<file path="src/rtl/pic_pkg.sv">
// Shared definitions for the CPU-side interrupt acknowledge logic.
package pic_pkg;

  // Acknowledge sequencer states.
  typedef enum logic [2:0] {
    IDLE,
    ACK1,
    GAP,
    ACK2,
    HOLD
  } inta_state_t;

  localparam int unsigned DEFAULT_VECTOR_WIDTH = 8;

  // INTA is an active-low strobe.
  localparam logic INTA_ASSERTED = 1'b0;

endpackage

</file>
<file path="src/rtl/sync_2ff.sv">
// Generic two-flop synchroniser with synchronous active-high reset to zero.
module sync_2ff #(
  parameter int unsigned WIDTH = 1
) (
  input  logic             clk,
  input  logic             reset,
  input  logic [WIDTH-1:0] d,
  output logic [WIDTH-1:0] q
);

  logic [WIDTH-1:0] meta;

  // Two-stage capture; the first stage may go metastable.
  always_ff @(posedge clk) begin
    if (reset) begin
      meta <= '0;
      q    <= '0;
    end else begin
      meta <= d;
      q    <= meta;
    end
  end

endmodule

</file>
<file path="src/rtl/cpu_inta_sequencer.sv">
// CPU-side interrupt acknowledge sequencer: issues the two-pulse active-low INTA
// sequence to the PIC, captures the vector after the second pulse and offers it
// to the core over a valid/ready handshake.
// Build option: define INT_SYNC_EN to pass INT through a 2-flop synchroniser
// (adds 2 cycles of request latency). Without it INT must be synchronous to clk.
module cpu_inta_sequencer
  import pic_pkg::*;
#(
  parameter int unsigned INTA_LOW_CYCLES = 2,
  parameter int unsigned INTA_GAP_CYCLES = 2,
  parameter int unsigned VECTOR_WIDTH    = DEFAULT_VECTOR_WIDTH
) (
  input  logic                    clk,
  input  logic                    reset,
  input  logic                    INT,
  input  logic                    intEnable,
  input  logic [VECTOR_WIDTH-1:0] dataBus,
  input  logic                    vectorReady,
  output logic                    INTA,
  output logic [VECTOR_WIDTH-1:0] vector,
  output logic                    vectorValid,
  output logic                    busy
);

  localparam int unsigned CNT_MAX = (INTA_LOW_CYCLES > INTA_GAP_CYCLES) ?
                                    INTA_LOW_CYCLES : INTA_GAP_CYCLES;
  localparam int unsigned CNT_W   = (CNT_MAX > 1) ? $clog2(CNT_MAX) : 1;
  localparam logic [CNT_W-1:0] LOW_LOAD = CNT_W'(INTA_LOW_CYCLES - 1);
  localparam logic [CNT_W-1:0] GAP_LOAD = CNT_W'(INTA_GAP_CYCLES - 1);

  inta_state_t      state;
  logic [CNT_W-1:0] cnt;
  logic             intReq;

`ifdef INT_SYNC_EN
  sync_2ff #(
    .WIDTH (1)
  ) u_int_sync (
    .clk   (clk),
    .reset (reset),
    .d     (INT),
    .q     (intReq)
  );
`else
  assign intReq = INT;
`endif

  // Sequencer FSM; every output is a register updated on the transition edge.
  always_ff @(posedge clk) begin
    if (reset) begin
      state       <= IDLE;
      cnt         <= '0;
      INTA        <= ~INTA_ASSERTED;
      vector      <= '0;
      vectorValid <= 1'b0;
      busy        <= 1'b0;
    end else begin
      unique case (state)
        IDLE: begin
          if (intReq && intEnable) begin
            state <= ACK1;
            INTA  <= INTA_ASSERTED;
            cnt   <= LOW_LOAD;
            busy  <= 1'b1;
          end
        end
        ACK1: begin
          if (cnt == '0) begin
            state <= GAP;
            INTA  <= ~INTA_ASSERTED;
            cnt   <= GAP_LOAD;
          end else begin
            cnt <= cnt - 1'b1;
          end
        end
        GAP: begin
          if (cnt == '0) begin
            state <= ACK2;
            INTA  <= INTA_ASSERTED;
            cnt   <= LOW_LOAD;
          end else begin
            cnt <= cnt - 1'b1;
          end
        end
        ACK2: begin
          if (cnt == '0) begin
            state       <= HOLD;
            INTA        <= ~INTA_ASSERTED;
            vector      <= dataBus;
            vectorValid <= 1'b1;
          end else begin
            cnt <= cnt - 1'b1;
          end
        end
        HOLD: begin
          // vector is left untouched on consume; only the valid flag drops.
          if (vectorValid && vectorReady) begin
            state       <= IDLE;
            vectorValid <= 1'b0;
            busy        <= 1'b0;
          end
        end
        default: begin
          state <= IDLE;
          INTA  <= ~INTA_ASSERTED;
          busy  <= 1'b0;
        end
      endcase
    end
  end

endmodule

</file>
<file path="config.mk">
export PLATFORM = sky130hd
export DESIGN_NAME = cpu_inta_sequencer
export DESIGN_NICKNAME = d
export VERILOG_FILES = /design/src/rtl/pic_pkg.sv /design/src/rtl/sync_2ff.sv /design/src/rtl/cpu_inta_sequencer.sv
export SDC_FILE = /design/constraint.sdc
export NUM_CORES = 1
export LEC_CHECK = 0
export CAP_MARGIN = 10
export CORE_MARGIN = 5
export CORE_UTILIZATION = 41
export DETAILED_ROUTE_END_ITERATION = 8
export PLACE_DENSITY_LB_ADDON = 0.15
export REMOVE_ABC_BUFFERS = 1
export SYNTH_ARGS = -nofsm -noshare
export SYNTH_HDL_FRONTEND = slang
export SYNTH_SLANG_ARGS = --single-unit
export TNS_END_PERCENT = 20
</file>
<file path="constraint.sdc">
create_clock -name clk -period 1.64 [get_ports clk]
set_input_delay 0.246 -clock clk [delete_from_list [all_inputs] [get_ports clk]]
set_output_delay 0.246 -clock clk [all_outputs]
set_load 0.02 [all_outputs]
</file>
==> qor.csv, run 1 <==
stage,metric,value,unit
timing,tns,0,ps
timing,worstMarginPinSlew,295.5,ps
synth,synth_top_area_share,48.39,%
routing,dr.pass1.iters,4,
synth,synth_ff_type,dfxtp_1,
die,rows,14,
die,start_util,42.18,%
clock_tree,cts.sinks,15,
routing,vias,529,
synth,synth-compound-area-share,15.73,%
synth,synth.top_cells.by_count,"dfxtp_1 (15), nor2_1 (10), mux2i_1 (8), a21oi_1 (3), nor3_1 (3)",
die,dieArea,0.002392,mm2
global_routing,grt_pass1_vias,520,
cells_and_area,drive_above_1_share,11.36,%
routing,viasPerCell,5.087,
clock_tree,cts_setup_buffers,0,
run_status,outcome,finished clean,
clock_tree,ctsResizeCount,0,
worst_setup_path,crit_end,vectorValid,
routing,drtIter0Drc,6,
cells_and_area,stdcell_count,104,
synth,synth_area_leaders,"dfxtp_1 (48%), mux2i_1 (13%), nor2_1 (6.0%)",
synth,synth_edf_count,0,
synth,synth.most_common_cell,dfxtp_1,
worst_setup_path,critical_path_buf_inv_count,1,
clock_tree,insertion_delay,280,ps
cells_and_area,nNetsFinal,102,
worst_setup_path,rr_worst_depth,4,
synth,synthMuxAreaShare,12.90,%
timing,drv_slew,0,
die,core-area,0.001471,mm2
global_routing,grt_pass1_wl,2208,um
die,die_h,48.91,um
synth,synth_seq_area_share,48.39,%
timing,final-setup-viol-count,0,
worst_hold_path,min-delay-start,vector[3]$_SDFFE_PP0P_,
clock_tree,tritoncts,yes,
synth,ys_types,24,
worst_setup_path,end_kind,output pin,
worst_setup_path,crit_required,1390,ps
global_routing,grt.overflow.total,0,
cells_and_area,syn_to_final_growth,44.56,%
placement,gp_congestion,0.7710,
worst_setup_path,crit_start,vectorValid$_SDFFE_PP0P_,
placement,dp_cells,100,
power,power_density,1013,mW/mm2
synth,syn_area,620.6,um2
timing,hold_violations,0,
clock_tree,htreeDepth,1,
synth,ys_warn_count,0,
worst_setup_path,start_kind,flip-flop,
worst_setup_path,r2r-end,vector[4]$_SDFFE_PP0P_,
clock_tree,cts_root_buf,clkbuf_4,
routing,wl,1273,um
global_routing,grt_max_degree,18,
worst_setup_path,critPathArrivalTime,1280,ps
die,die_w,48.91,um
timing,period_share,93.23,%
worst_setup_path,crit_chain,clkdlybuf4s50_1,
synth,synth_top_family_by_area,simple AND/OR/NAND/NOR gates,
power,leakagePower,0.3336,nW
worst_setup_path,cp_max_fo,3,
global_routing,antenna_found_initial,0,
synth,async_flop_share,0,%
timing,max_slew_margin,80.22,%
placement,placed_area,869.6,um2
synth,synth_xor_area_share,1.411,%
cells_and_area,fillerInstances,147,
worst_hold_path,hp-class,reg2reg,
synth,synth-simple-area-share,16.53,%
timing,fmax,654.0,MHz
worst_setup_path,r2r-start,state[1]$_SDFFE_PP0P_,
clock_tree,clk_pin_slew,90,ps
synth,synth_fa_ha_area_share,0,%
placement,dp_hpwl,967.9,um
worst_setup_path,cp_slowest_cell,clkdlybuf4s50_1,
timing,finClkSkew,3.496,ps
power,ir_worst_vdd,0.6109,mV
routing,avgRoutedWirePerCell,12.24,um
placement,portBuffers,23,
timing,period_minus_slack,1529,ps
cells_and_area,final_area,897.1,um2
clock_tree,hold_buffers,0,
synth,synth_top_area_cell,dfxtp_1,
routing,detail-route-antenna-nets,0,
worst_setup_path,critical_path_class,reg2out,
die,io_pins,24,
worst_setup_path,rrSetupSlack,400,ps
worst_setup_path,path_depth,1,
global_routing,track_usage,11.59,%
cells_and_area,diodes,0,
worst_setup_path,cpPeakStageDelay,620,ps
clock_tree,cts_inserted_buffers,3,
worst_setup_path,cp_top_family,buffers and inverters,
timing,grt_setup_unrepaired,false,
flow_run,drv_cap,0,
routing,drc,0,
synth,netlist_instances,61,
synth,syn_area_per_cell,10.17,um2
clock_tree,cts_max_path_buffers,2,
synth,synth_seq_cells,15,
metal layers:
metal | vias up | wire [um] | global-route usage (%)
li1 | 272 | - | -
met1 | 246 | 571 | 12.87
met2 | 9 | 620 | 18.04
met3 | 2 | 67 | 3.670
met4 | 0 | 14 | 8.969
met5 | - | 0 | 0
worst min path at each step:
stage	cells past startpoint	to
floorplan	1	vectorValid$_SDFFE_PP0P_
global placement	2	vector[5]$_SDFFE_PP0P_
detailed placement	2	vector[3]$_SDFFE_PP0P_
CTS	2	vector[1]$_SDFFE_PP0P_
global route	2	vector[6]$_SDFFE_PP0P_
finish	2	vector[3]$_SDFFE_PP0P_
kinds of logic after synthesis:
logic type | after synthesis
mux | 8
buf+inv | 4
compound gates | 13
simple gates | 20
xor+xnor | 1
flops | 15
cells in the final DEF, fill, tap and decap left out, drive strengths merged:
master	netlist	layout
a31oi	1	1
a2bb2oi	1	1
o21ai	1	1
nand2	1	1
clkdlybuf4s50	0	23
xnor2	1	1
a21oi	3	3
and4bb	1	1
a311oi	1	1
and2b	1	1
a211oi	1	1
nor2	11	11
nor2b	2	2
clkinv	0	1
buf	3	4
o21a	1	1
o211a	1	1
clkbuf	1	3
o31ai	1	1
mux2i	8	8
dfxtp	15	15
o21bai	2	2
nor3	3	3
nand3b	1	1
cell type report:
| cell class | count | area (um2) | area share (%) |
|---|---|---|---|
| multi-input cells | 42 | 289.0 | 32.22 |
| flip-flops and latches | 15 | 300.3 | 33.47 |
| clock buffers | 3 | 22.52 | 2.510 |
| well taps | 16 | 20.02 | 2.232 |
| clock inverters | 1 | 5.005 | 0.5579 |
| repair buffers | 27 | 260.3 | 29.01 |
state kept, by name, summed over array words and instances, names as in the netlist:
name         flops
INTA             1
busy             1
cnt              1
state            3
vector           8
vectorValid      1
power breakdown:
part	internal [mW]	switching [mW]
sequential	0.407	0.0429
clock	0.0904	0.115
combinational	0.138	0.114
total	0.636	0.272
metrics by stage:
stage	hold WS (ps)	power, mW	util (%)	setup slack [ps]
2_1_floorplan	313.9	0.5981	-	331.1
3_3_place_gp	472.0	0.7085	59.10	411.2
3_5_place_dp	487.0	0.7139	59.10	365.7
4_1_cts	508.2	0.9229	60.97	94.06
5_1_grt	539.9	0.9675	60.97	59.20
6_report	497.3	0.9087	60.97	111.0
(Power assumes the default switching activity.)
==> run 2, diff against run 1 <==
--- a/config.mk
+++ b/config.mk
@@ -5,7 +5,6 @@
 export SDC_FILE = /design/constraint.sdc
 export NUM_CORES = 1
 export LEC_CHECK = 0
-export CAP_MARGIN = 10
 export CORE_MARGIN = 5
 export CORE_UTILIZATION = 41
 export DETAILED_ROUTE_END_ITERATION = 8
==> results of run 2 <==
The final DEF is identical to that of run 1; final timing and power are the same.
==> run 3, diff against run 2 <==
--- a/config.mk
+++ b/config.mk
@@ -5,6 +5,7 @@
 export SDC_FILE = /design/constraint.sdc
 export NUM_CORES = 1
 export LEC_CHECK = 0
+export CAP_MARGIN = 20
 export CORE_MARGIN = 5
 export CORE_UTILIZATION = 41
 export DETAILED_ROUTE_END_ITERATION = 8
==> results of run 3 <==
The final DEF is identical to that of run 1; final timing and power are the same.
